[src/rtl/serial_mmio_pkg.sv]
// Shared definitions for the memory-mapped serial port: register offsets,
// STATUS/CTRL bit positions and the STATUS word packing helper.
package serial_mmio_pkg;

    localparam logic [3:0] OFF_DATA   = 4'h0;
    localparam logic [3:0] OFF_STATUS = 4'h4;
    localparam logic [3:0] OFF_CTRL   = 4'h8;

    localparam int ST_RX_NONEMPTY  = 0;
    localparam int ST_TX_NOTFULL   = 1;
    localparam int ST_TX_OVERRUN   = 2;
    localparam int ST_RX_COUNT_LSB = 8;
    localparam int ST_TX_COUNT_LSB = 16;

    localparam int CTRL_RX_IRQ_EN = 0;
    localparam int CTRL_TX_IRQ_EN = 1;

    function automatic logic [31:0] pack_status(
        input logic       rx_nonempty,
        input logic       tx_notfull,
        input logic       tx_overrun,
        input logic [7:0] rx_count,
        input logic [7:0] tx_count
    );
        logic [31:0] word;
        word                           = '0;
        word[ST_RX_NONEMPTY]           = rx_nonempty;
        word[ST_TX_NOTFULL]            = tx_notfull;
        word[ST_TX_OVERRUN]            = tx_overrun;
        word[ST_RX_COUNT_LSB +: 8]     = rx_count;
        word[ST_TX_COUNT_LSB +: 8]     = tx_count;
        return word;
    endfunction

endpackage

[src/rtl/serial_mmio_fifo_sync_fifo.sv]
// Synchronous FIFO with first-word-fall-through head; push is ignored when
// full and pop is ignored when empty, so callers may gate loosely.
module sync_fifo #(
    parameter int WIDTH = 8,
    parameter int DEPTH = 16
) (
    input  logic                     clock,
    input  logic                     reset,
    input  logic                     push,
    input  logic [WIDTH-1:0]         wdata,
    input  logic                     pop,
    output logic [WIDTH-1:0]         head,
    output logic                     full,
    output logic                     empty,
    output logic [$clog2(DEPTH):0]   count
);
    localparam int AW = $clog2(DEPTH);

    logic [WIDTH-1:0] mem_q [DEPTH];
    logic [AW-1:0]    wr_ptr_q, wr_ptr_d;
    logic [AW-1:0]    rd_ptr_q, rd_ptr_d;
    logic [AW:0]      count_q, count_d;
    logic             do_push, do_pop;

    assign full    = (count_q == (AW+1)'(DEPTH));
    assign empty   = (count_q == '0);
    assign count   = count_q;
    assign head    = mem_q[rd_ptr_q];
    assign do_push = push & ~full;
    assign do_pop  = pop & ~empty;

    // Power-of-two depth lets the pointers wrap by plain overflow.
    always_comb begin
        wr_ptr_d = wr_ptr_q;
        rd_ptr_d = rd_ptr_q;
        count_d  = count_q;
        if (do_push) wr_ptr_d = wr_ptr_q + 1'b1;
        if (do_pop)  rd_ptr_d = rd_ptr_q + 1'b1;
        case ({do_push, do_pop})
            2'b10:   count_d = count_q + 1'b1;
            2'b01:   count_d = count_q - 1'b1;
            default: count_d = count_q;
        endcase
    end

    always_ff @(posedge clock or negedge reset) begin
        if (!reset) begin
            wr_ptr_q <= '0;
            rd_ptr_q <= '0;
            count_q  <= '0;
        end else begin
            wr_ptr_q <= wr_ptr_d;
            rd_ptr_q <= rd_ptr_d;
            count_q  <= count_d;
        end
    end

    always_ff @(posedge clock) begin
        if (do_push) mem_q[wr_ptr_q] <= wdata;
    end

endmodule

[src/rtl/serial_mmio_fifo.sv]
// Memory-mapped serial port with RX/TX FIFOs for the single-cycle MIPS core.
// Optional interrupt logic and CTRL register are built when SERIAL_IRQ_EN is defined.
module serial_mmio_fifo
    import serial_mmio_pkg::*;
#(
    parameter int          DATA_WIDTH = 8,
    parameter int          RX_DEPTH   = 16,
    parameter int          TX_DEPTH   = 16,
    parameter logic [31:0] BASE_ADDR  = 32'hFFFF0000
) (
    input  logic                  clock,
    input  logic                  reset,
    input  logic [31:0]           addr_in,
    input  logic [31:0]           writedata_in,
    input  logic                  re_in,
    input  logic                  we_in,
    output logic [31:0]           readdata_out,
    output logic                  hit_out,
    input  logic [DATA_WIDTH-1:0] serial_in,
    input  logic                  serial_valid_in,
    output logic                  serial_rden_out,
    output logic [DATA_WIDTH-1:0] serial_out,
    output logic                  serial_wren_out,
    input  logic                  serial_ready_in,
    output logic                  irq_out
);
    logic [3:0]                      reg_off;
    logic                            acc_rd, acc_wr;
    logic                            rx_push, rx_pop, rx_full, rx_empty;
    logic                            tx_push, tx_pop, tx_full, tx_empty;
    logic [DATA_WIDTH-1:0]           rx_head, tx_head;
    logic [$clog2(RX_DEPTH):0]       rx_count;
    logic [$clog2(TX_DEPTH):0]       tx_count;
    logic                            tx_overrun_q, tx_overrun_d;
    logic [31:0]                     rd_data;
    logic                            unused_bits;

    assign hit_out     = (addr_in[31:4] == BASE_ADDR[31:4]);
    assign reg_off     = {addr_in[3:2], 2'b00};
    assign acc_rd      = hit_out & re_in;
    assign acc_wr      = hit_out & we_in;
    assign unused_bits = ^{writedata_in, addr_in[1:0]};

    assign rx_push = serial_valid_in & ~rx_full;
    assign rx_pop  = acc_rd & (reg_off == OFF_DATA) & ~rx_empty;
    assign tx_push = acc_wr & (reg_off == OFF_DATA) & ~tx_full;
    assign tx_pop  = ~tx_empty & serial_ready_in;

    sync_fifo #(.WIDTH(DATA_WIDTH), .DEPTH(RX_DEPTH)) u_rx_fifo (
        .clock (clock),
        .reset (reset),
        .push  (rx_push),
        .wdata (serial_in),
        .pop   (rx_pop),
        .head  (rx_head),
        .full  (rx_full),
        .empty (rx_empty),
        .count (rx_count)
    );

    sync_fifo #(.WIDTH(DATA_WIDTH), .DEPTH(TX_DEPTH)) u_tx_fifo (
        .clock (clock),
        .reset (reset),
        .push  (tx_push),
        .wdata (writedata_in[DATA_WIDTH-1:0]),
        .pop   (tx_pop),
        .head  (tx_head),
        .full  (tx_full),
        .empty (tx_empty),
        .count (tx_count)
    );

    // Full is judged at the start of the cycle, so a same-cycle drain never rescues the store.
    always_comb begin
        tx_overrun_d = tx_overrun_q;
        if (acc_wr && reg_off == OFF_STATUS && writedata_in[ST_TX_OVERRUN])
            tx_overrun_d = 1'b0;
        if (acc_wr && reg_off == OFF_DATA && tx_full)
            tx_overrun_d = 1'b1;
    end

    always_ff @(posedge clock or negedge reset) begin
        if (!reset) tx_overrun_q <= 1'b0;
        else        tx_overrun_q <= tx_overrun_d;
    end

`ifdef SERIAL_IRQ_EN
    logic [1:0] ctrl_q, ctrl_d;
    logic       irq_q, irq_d;

    always_comb begin
        ctrl_d = ctrl_q;
        if (acc_wr && reg_off == OFF_CTRL) ctrl_d = writedata_in[1:0];
        irq_d = (ctrl_q[CTRL_RX_IRQ_EN] & ~rx_empty) | (ctrl_q[CTRL_TX_IRQ_EN] & tx_empty);
    end

    always_ff @(posedge clock or negedge reset) begin
        if (!reset) begin
            ctrl_q <= '0;
            irq_q  <= 1'b0;
        end else begin
            ctrl_q <= ctrl_d;
            irq_q  <= irq_d;
        end
    end

    assign irq_out = irq_q;
`else
    assign irq_out = 1'b0;
`endif

    always_comb begin
        rd_data = '0;
        if (acc_rd) begin
            case (reg_off)
                OFF_DATA:   if (!rx_empty) rd_data = 32'(rx_head);
                OFF_STATUS: rd_data = pack_status(~rx_empty, ~tx_full, tx_overrun_q,
                                                  8'(rx_count), 8'(tx_count));
`ifdef SERIAL_IRQ_EN
                OFF_CTRL:   rd_data = {30'b0, ctrl_q};
`endif
                default:    rd_data = '0;
            endcase
        end
    end

    // Reset level gates the outputs so nothing stale escapes while held in reset.
    assign readdata_out    = reset ? rd_data : '0;
    assign serial_rden_out = reset & rx_push;
    assign serial_wren_out = reset & ~tx_empty;
    assign serial_out      = (reset && !tx_empty) ? tx_head : '0;

endmodule

[config.mk]
export PLATFORM = sky130hd
export DESIGN_NAME = serial_mmio_fifo
export DESIGN_NICKNAME = d
export VERILOG_FILES = /design/src/rtl/serial_mmio_pkg.sv /design/src/rtl/serial_mmio_fifo_sync_fifo.sv /design/src/rtl/serial_mmio_fifo.sv
export SDC_FILE = /design/constraint.sdc
export NUM_CORES = 1
export LEC_CHECK = 0
export CORE_MARGIN = 3
export CORE_UTILIZATION = 42
export CTS_CLUSTER_SIZE = 10
export DETAILED_ROUTE_END_ITERATION = 10
export PLACE_DENSITY = 0.7
export SLEW_MARGIN = 20
export SYNTH_ARGS = -nofsm -noshare
export SYNTH_HDL_FRONTEND = slang
export SYNTH_HIERARCHICAL = 1
export SYNTH_SLANG_ARGS = --single-unit
[constraint.sdc]
create_clock -name clock -period 4.4 [get_ports clock]
set_input_delay 0.44 -clock clock [delete_from_list [all_inputs] [get_ports clock]]
set_output_delay 0.44 -clock clock [all_outputs]
set_load 0.01 [all_outputs]
==> impl_metrics.yaml, run 1 <==
run_status:
  status: "finished clean"
power:
  share_clk_of_total_power_pct: 34.4
  power_per_cell_area_nw_per_um2: 512.9
  power.combinational.fraction_pct: 20.2
  switching_power_uw: 1989
  fraction_of_power_spent_switching_nets_pct: 27.05
  irDropWorstVdd_uv: 334.8
  p_leak_uw: 0.004938
  power_report.internal_total_uw: 5366
  power.sequential.fraction_pct: 45.4
sta:
  fmaxAchievable_mhz: 255.8
  finalCritPeriodShare_pct: 88.84
  setup_tns_ps: 0
  worstMarginPinSlew_ps: 925.4
  grt_setup_unrepaired: "no"
  hold-worst-slack_ps: 211.9
  drv_slew: 0
  timing.final.crit_period_ps: 3909
  clock-skew-final_ps: 15.87
  timing.final.hold_violations: 0
  worst_slew_margin_rel_pct: 38.30
  setup_violations: 0
clock_tree:
  ctsHoldBuffers: 0
  cts_buffer_depth: 3
  cts_num_sinks: 283
  resized_gates_after_cts: 0
  cts.htree.levels: 2
  number_of_setup_buffers_added_after_cts: 0
  clkLatencyLatePin_ps: 500
  tritoncts: "done"
  clk_pin_slew_ps: 50
  cts_root_buf: "sky130_fd_sc_hd__clkbuf_16"
  num_cts_buffers: 35
logic_synthesis:
  synth_top_area_share_pct: 63.46
  synth_compound_gate_area_share_pct: 4.958
  synthMuxAreaShare_pct: 11.82
  post_synth_inst_count: 739
  syn_area_per_cell_um2: 16.39
  ys_ff_latch: 283
  synth.top_cells.by_area: "sky130_fd_sc_hd__edfxtp_1 63%, sky130_fd_sc_hd__mux4_2 5.9%, sky130_fd_sc_hd__dfrtp_1 5.6%"
  synth-async-reset-ratio_pct: 9.541
  synth_edf_count: 256
  synth_area_leader_cell: "sky130_fd_sc_hd__edfxtp_1"
  yosys_warnings: 6
  synth.distinct_cells: 45
  dominant_synthesized_flop_cell: "sky130_fd_sc_hd__edfxtp_1"
  dominant_combinational_cell_family_by_area_after_synthesis: "multiplexers"
  post_synth_fa_ha_maj_area_fraction_pct: 2.190
  synth.yosys.seq_area_share_pct: 69.04
  netlist_area_um2: 12110
  post_synth_and_or_nand_nor_area_fraction_pct: 6.662
  synthXorXnorAreaFrac_pct: 1.446
route:
  routed_via_density: 5.284
  wire_length_per_cell_after_detailed_routing_um: 19.55
  detailedRoute.firstIterationViolations: 504
  detail-route-antenna-nets: 0
  routed-via-count: 6621
  drt-total-wl_um: 24490
  drc: 0
  detailed_routing_iterations_pass_1: 5
floorplanning:
  dieArea_um2: 30920
  die_h_um: 175.8
  core_area_um2: 28090
  rows: 61
  die_width_um: 175.8
  initial_core_utilization_pct: 43.13
  ios: 122
finish:
  final_nets: 948
  finish.cell_count_without_fillers: 1253
  most_common_cell_after_layout_fill_and_taps_aside: "sky130_fd_sc_hd__edfxtp_1"
  drive_above_1_share_pct: 15.43
  flow.area_growth_from_synthesis_pct: 18.37
  antenna_cells: 0
  most-common-layout-cells: "256 x sky130_fd_sc_hd__edfxtp_1, 80 x sky130_fd_sc_hd__clkdlybuf4s50_1, 50 x sky130_fd_sc_hd__mux2i_1, 40 x sky130_fd_sc_hd__o21ai_0"
global_route:
  via_count_of_the_first_global_routing_pass: 6657
  antenna_found_initial: 0
  grt_max_degree: 43
  groute.usage.overall_pct: 15.92
  grt_first_pass_wirelength_um: 38210
  overflow: 0
setup_path:
  r2r_slack_ps: 1260
  crit_family: "simple AND/OR/NAND/NOR gates"
  required_ps: 3960
  slowest_stage: "sky130_fd_sc_hd__and4_1"
  worst-endpoint-arrival_ps: 3470
  slowest_delay_ps: 670
  endpoint_kind: "output port"
  crit_buf_inv: 2
  timing.critical_path.cells: "clkdlybuf4s50_1 > or4b_4 > nor4_4 > and4_1 > nor4b_2 > clkdlybuf4s50_1"
  critPathKind: "in -> out"
  worstSetupStartpointType: "primary input"
  critical_path.max_fanout: 17
  timing.critical_path.mode_cell: "sky130_fd_sc_hd__clkdlybuf4s50_1"
placed_design:
  place_hpwl_um: 16350
  place_congestion: 0.8056
  port_buffers: 80
  post-place-cells: 1191
flow_run:
  timing.max_cap.violations: 0
worst_hold_path:
  timing.hold.worst.class: "in -> async"
[state kept, by name, summed over array words and instances (netlist names)]
| register | flops |
|---|---|
| u_tx_fifo/mem_q | 128 |
| u_tx_fifo/wr_ptr_q | 4 |
| u_tx_fifo/count | 5 |
| u_rx_fifo/wr_ptr_q | 4 |
| u_rx_fifo/count | 5 |
| u_tx_fifo/rd_ptr_q | 4 |
| tx_overrun_q | 1 |
| u_rx_fifo/mem_q | 128 |
| u_rx_fifo/rd_ptr_q | 4 |
[final timing paths]
path,start,to,cells after the start
worst max-delay path,addr_in[30],readdata_out[0],6
worst min-delay path,reset,u_rx_fifo/count[2]$_DFFE_PN0P_,1
worst max register to register,u_rx_fifo/count[0]$_DFFE_PN0P_,u_rx_fifo/count[4]$_DFFE_PN0P_,13
worst min register to register,tx_overrun_q$_DFFE_PN0P_,tx_overrun_q$_DFFE_PN0P_,1
max in group asynchronous,reset,u_rx_fifo/rd_ptr_q[0]$_DFFE_PN0P_,2
min in group clock,tx_overrun_q$_DFFE_PN0P_,tx_overrun_q$_DFFE_PN0P_,1
[stage by stage]
stage	setup slack, ps	instance area [µm²]	total power (µW)	utilization [%]
final	490.9	14340	7355	51.06
after global routing	380.5	14340	7712	51.06
after CTS	491.4	14340	7436	51.06
after detailed placement	120.1	13310	4892	47.40
after global placement	203.5	13310	4844	47.40
after floorplan	832.1	12170	4437	-
[cell usage after synthesis, drive strengths merged, types with 18 or more instances]
| cell type | count |
|---|---|
| o21ai | 40 |
| nor2 | 26 |
| buf | 43 |
| edfxtp | 256 |
| mux2 | 18 |
| and3 | 18 |
| dfrtp | 27 |
| a22oi | 18 |
| a21oi | 20 |
| ha | 18 |
| mux2i | 50 |
| nand2 | 38 |
| mux4 | 32 |
[routing by layer]
| metal | wire, µm | global-route usage [%] | vias to the layer above |
|---|---|---|---|
| li1 | - | - | 3049 |
| met1 | 11040 | 22.87 | 3347 |
| met2 | 11520 | 24.70 | 191 |
| met3 | 1319 | 2.832 | 34 |
| met4 | 618 | 5.444 | 0 |
| met5 | 0 | 0 | - |
[final cells by class]
class / count / area (µm²)
fillers: 2347 / 13750
flip-flops and latches: 283 / 8366
multi-input cells: 398 / 3336
repair buffers: 115 / 1076
clock buffers: 56 / 975.9
well taps: 378 / 473.0
inverters: 17 / 63.81
clock inverters: 6 / 50.05
[kinds of logic after synthesis]
kind of cell / Yosys count
AOI/OAI and AO/OA: 97
xor gates and xnor gates: 20
adders and majority gates: 20
buffers and inverters: 72
DFF: 283
muxes: 100
other: 1
and+or+nand+nor: 146
[power by group through the flow]
stage	Clock, µW	Combinational (µW)	Sequential [µW]
floorplan	0	1160	3270
global placement	0	1460	3380
detailed placement	0	1500	3390
CTS	2590	1510	3340
global route	2700	1650	3360
finish	2530	1490	3340
No activity file was read; power rests on OpenSTA's default activity.
==> run 2, diff against run 1 <==
--- a/config.mk
+++ b/config.mk
@@ -5,6 +5,7 @@
 export SDC_FILE = /design/constraint.sdc
 export NUM_CORES = 1
 export LEC_CHECK = 0
+export CORE_ASPECT_RATIO = 0.9
 export CORE_MARGIN = 3
 export CORE_UTILIZATION = 42
 export CTS_CLUSTER_SIZE = 10
==> impl_metrics.yaml, run 2 (same netlist as run 1, synthesis figures left out) <==
setup_path:
  ff2ff_path_depth: 12
  worstSetupStartpointType: "register"
  r2r_slack_ps: 1230
  critical_path_depth: 8
  slowest_stage: "sky130_fd_sc_hd__dfrtp_1"
  endpoint_kind: "output port"
  cp-startpoint: "u_rx_fifo/rd_ptr_q[1]$_DFFE_PN0P_"
  r2r_start: "u_tx_fifo/count[0]$_DFFE_PN0P_"
  crit_path_end: "readdata_out[2]"
  crit_buf_inv: 1
  required_ps: 3960
  crit_family: "flip-flops"
  timing.critical_path.cells: "nand2_1 > o21ai_0 > a21oi_1 > o21ai_0 > nand2_1 > a22oi_1 > nor2b_1 > clkdlybuf4s50_1"
  critPathKind: "reg -> out"
  slowest_delay_ps: 970
  worst-endpoint-arrival_ps: 3390
  critical_path.max_fanout: 21
  worst_r2r_endpoint: "u_tx_fifo/count[4]$_DFFE_PN0P_"
floorplanning:
  dieArea_um2: 30920
  ios: 122
  initial_core_utilization_pct: 43.02
  rows: 58
  core_area_um2: 28160
  die_h_um: 167.1
  die_width_um: 185.0
sta:
  worst_slew_margin_rel_pct: 35.39
  grt_setup_unrepaired: "no"
  fmaxAchievable_mhz: 261.0
  setup_tns_ps: 0
  clock-skew-final_ps: 23.45
  drv_slew: 0
  timing.final.hold_violations: 0
  finalCritPeriodShare_pct: 87.07
  setup_violations: 0
  worstMarginPinSlew_ps: 969.1
  timing.final.crit_period_ps: 3831
finish:
  reg_top3: "u_rx_fifo/mem_q x128, u_tx_fifo/mem_q x128"
  final_area_um2: 14380
  final_nets: 943
  flow.area_growth_from_synthesis_pct: 18.67
  fillers: 2245
  antenna_cells: 0
  drive_above_1_share_pct: 14.91
  most_common_cell_after_layout_fill_and_taps_aside: "sky130_fd_sc_hd__edfxtp_1"
  ff_latch_area_um2: 8366
  most-common-layout-cells: "256 x sky130_fd_sc_hd__edfxtp_1, 80 x sky130_fd_sc_hd__clkdlybuf4s50_1, 50 x sky130_fd_sc_hd__mux2i_1, 40 x sky130_fd_sc_hd__o21ai_0, 36 x sky130_fd_sc_hd__nand2_1"
  multi_input_area_um2: 3336
global_route:
  via_count_of_the_first_global_routing_pass: 6619
  gr-usage-met3_pct: 3.280
  global_route.peak_usage_layer: "met1"
  grt_max_degree: 29
  grt_first_pass_wirelength_um: 39010
  use_met2_pct: 24.13
  overflow: 0
  antenna_found_initial: 0
  grt_util_met1_pct: 24.93
  groute.usage.overall_pct: 16.38
route:
  routed_via_density: 5.362
  detail-route-antenna-nets: 0
  routed-via-count: 6606
  wire_length_per_cell_after_detailed_routing_um: 20.09
  drc: 0
  detailed_routing_iterations_pass_1: 4
  detailedRoute.firstIterationViolations: 435
  drt-total-wl_um: 24760
clock_tree:
  num_cts_buffers: 35
  clkLatencyLatePin_ps: 530
  clk_pin_slew_ps: 50
  number_of_setup_buffers_added_after_cts: 0
  cts_num_sinks: 283
  tritoncts: "done"
  resized_gates_after_cts: 0
  cts.htree.levels: 2
  cts_buffer_depth: 3
  ctsHoldBuffers: 0
  cts_root_buf: "sky130_fd_sc_hd__clkbuf_16"
flow_run:
  timing.max_cap.violations: 0
power:
  power_per_cell_area_nw_per_um2: 527.5
  irDropWorstVdd_uv: 367.4
  p_leak_uw: 0.004944
placed_design:
  place_hpwl_um: 16110
  post_dp_cell_area_um2: 13270
  place_congestion: 0.8066
  port_buffers: 80
run_status:
  status: "finished clean"
worst_hold_path:
  timing.hold.worst.class: "in -> async"
==> run 2: changes by cell type in the layout (fill, tap and decap cells not counted), sizes merged <==
cell	change
clkbuf	+2
buf	-5
bufinv	+2
clkinv	-2
==> run 2: metrics by stage <==
step / setup slack [ps] / power (µW) / std cells / util [%] / hold slack [ps]
2_1_floorplan: 832.1 / 4437 / 753 / - / 144.4
3_3_place_gp: 449.6 / 4881 / 1168 / 47.12 / 499.8
3_5_place_dp: 382.0 / 4920 / 1168 / 47.12 / 506.3
4_1_cts: 548.9 / 7656 / 1232 / 51.06 / 477.9
5_1_grt: 264.9 / 7955 / 1232 / 51.06 / 522.9
6_report: 569.1 / 7583 / 1232 / 51.06 / 490.1
==> run 2: how the worst min path moves through the flow <==
stage                     cells past startpoint                                end
after global routing                          2  u_rx_fifo/wr_ptr_q[1]$_DFFE_PN0P_
final                                         2  u_rx_fifo/wr_ptr_q[1]$_DFFE_PN0P_
after CTS                                     2  u_rx_fifo/wr_ptr_q[1]$_DFFE_PN0P_
after detailed placement                      1           tx_overrun_q$_DFFE_PN0P_
after global placement                        1           tx_overrun_q$_DFFE_PN0P_
after floorplan                               0           tx_overrun_q$_DFFE_PN0P_
==> run 2: metal layers <==
layer  up-vias  share of wire [%]  wire length, µm
met5         -                  0                0
met4         0                2.0              487
met3        39                6.6             1636
met2       230                 45            11090
met1      3296                 47            11540
li1       3041                  -                -
==> run 2: cell type report <==
type	count	area share (%)
multi-input combinational	398	23.20
inverter	17	0.4439
tap	360	3.133
clock inverter	6	1.027
sequential	283	58.19
timing repair buffer	110	7.311
clock buffer	58	6.693
==> run 2: power breakdown <==
| part | leakage [µW] | switching [µW] | internal (µW) | total, µW |
|---|---|---|---|---|
| registers | 0.00263 | 226 | 3140 | 3370 |
| logic | 0.00179 | 795 | 709 | 1500 |
| clock network | 0.000519 | 1070 | 1640 | 2710 |
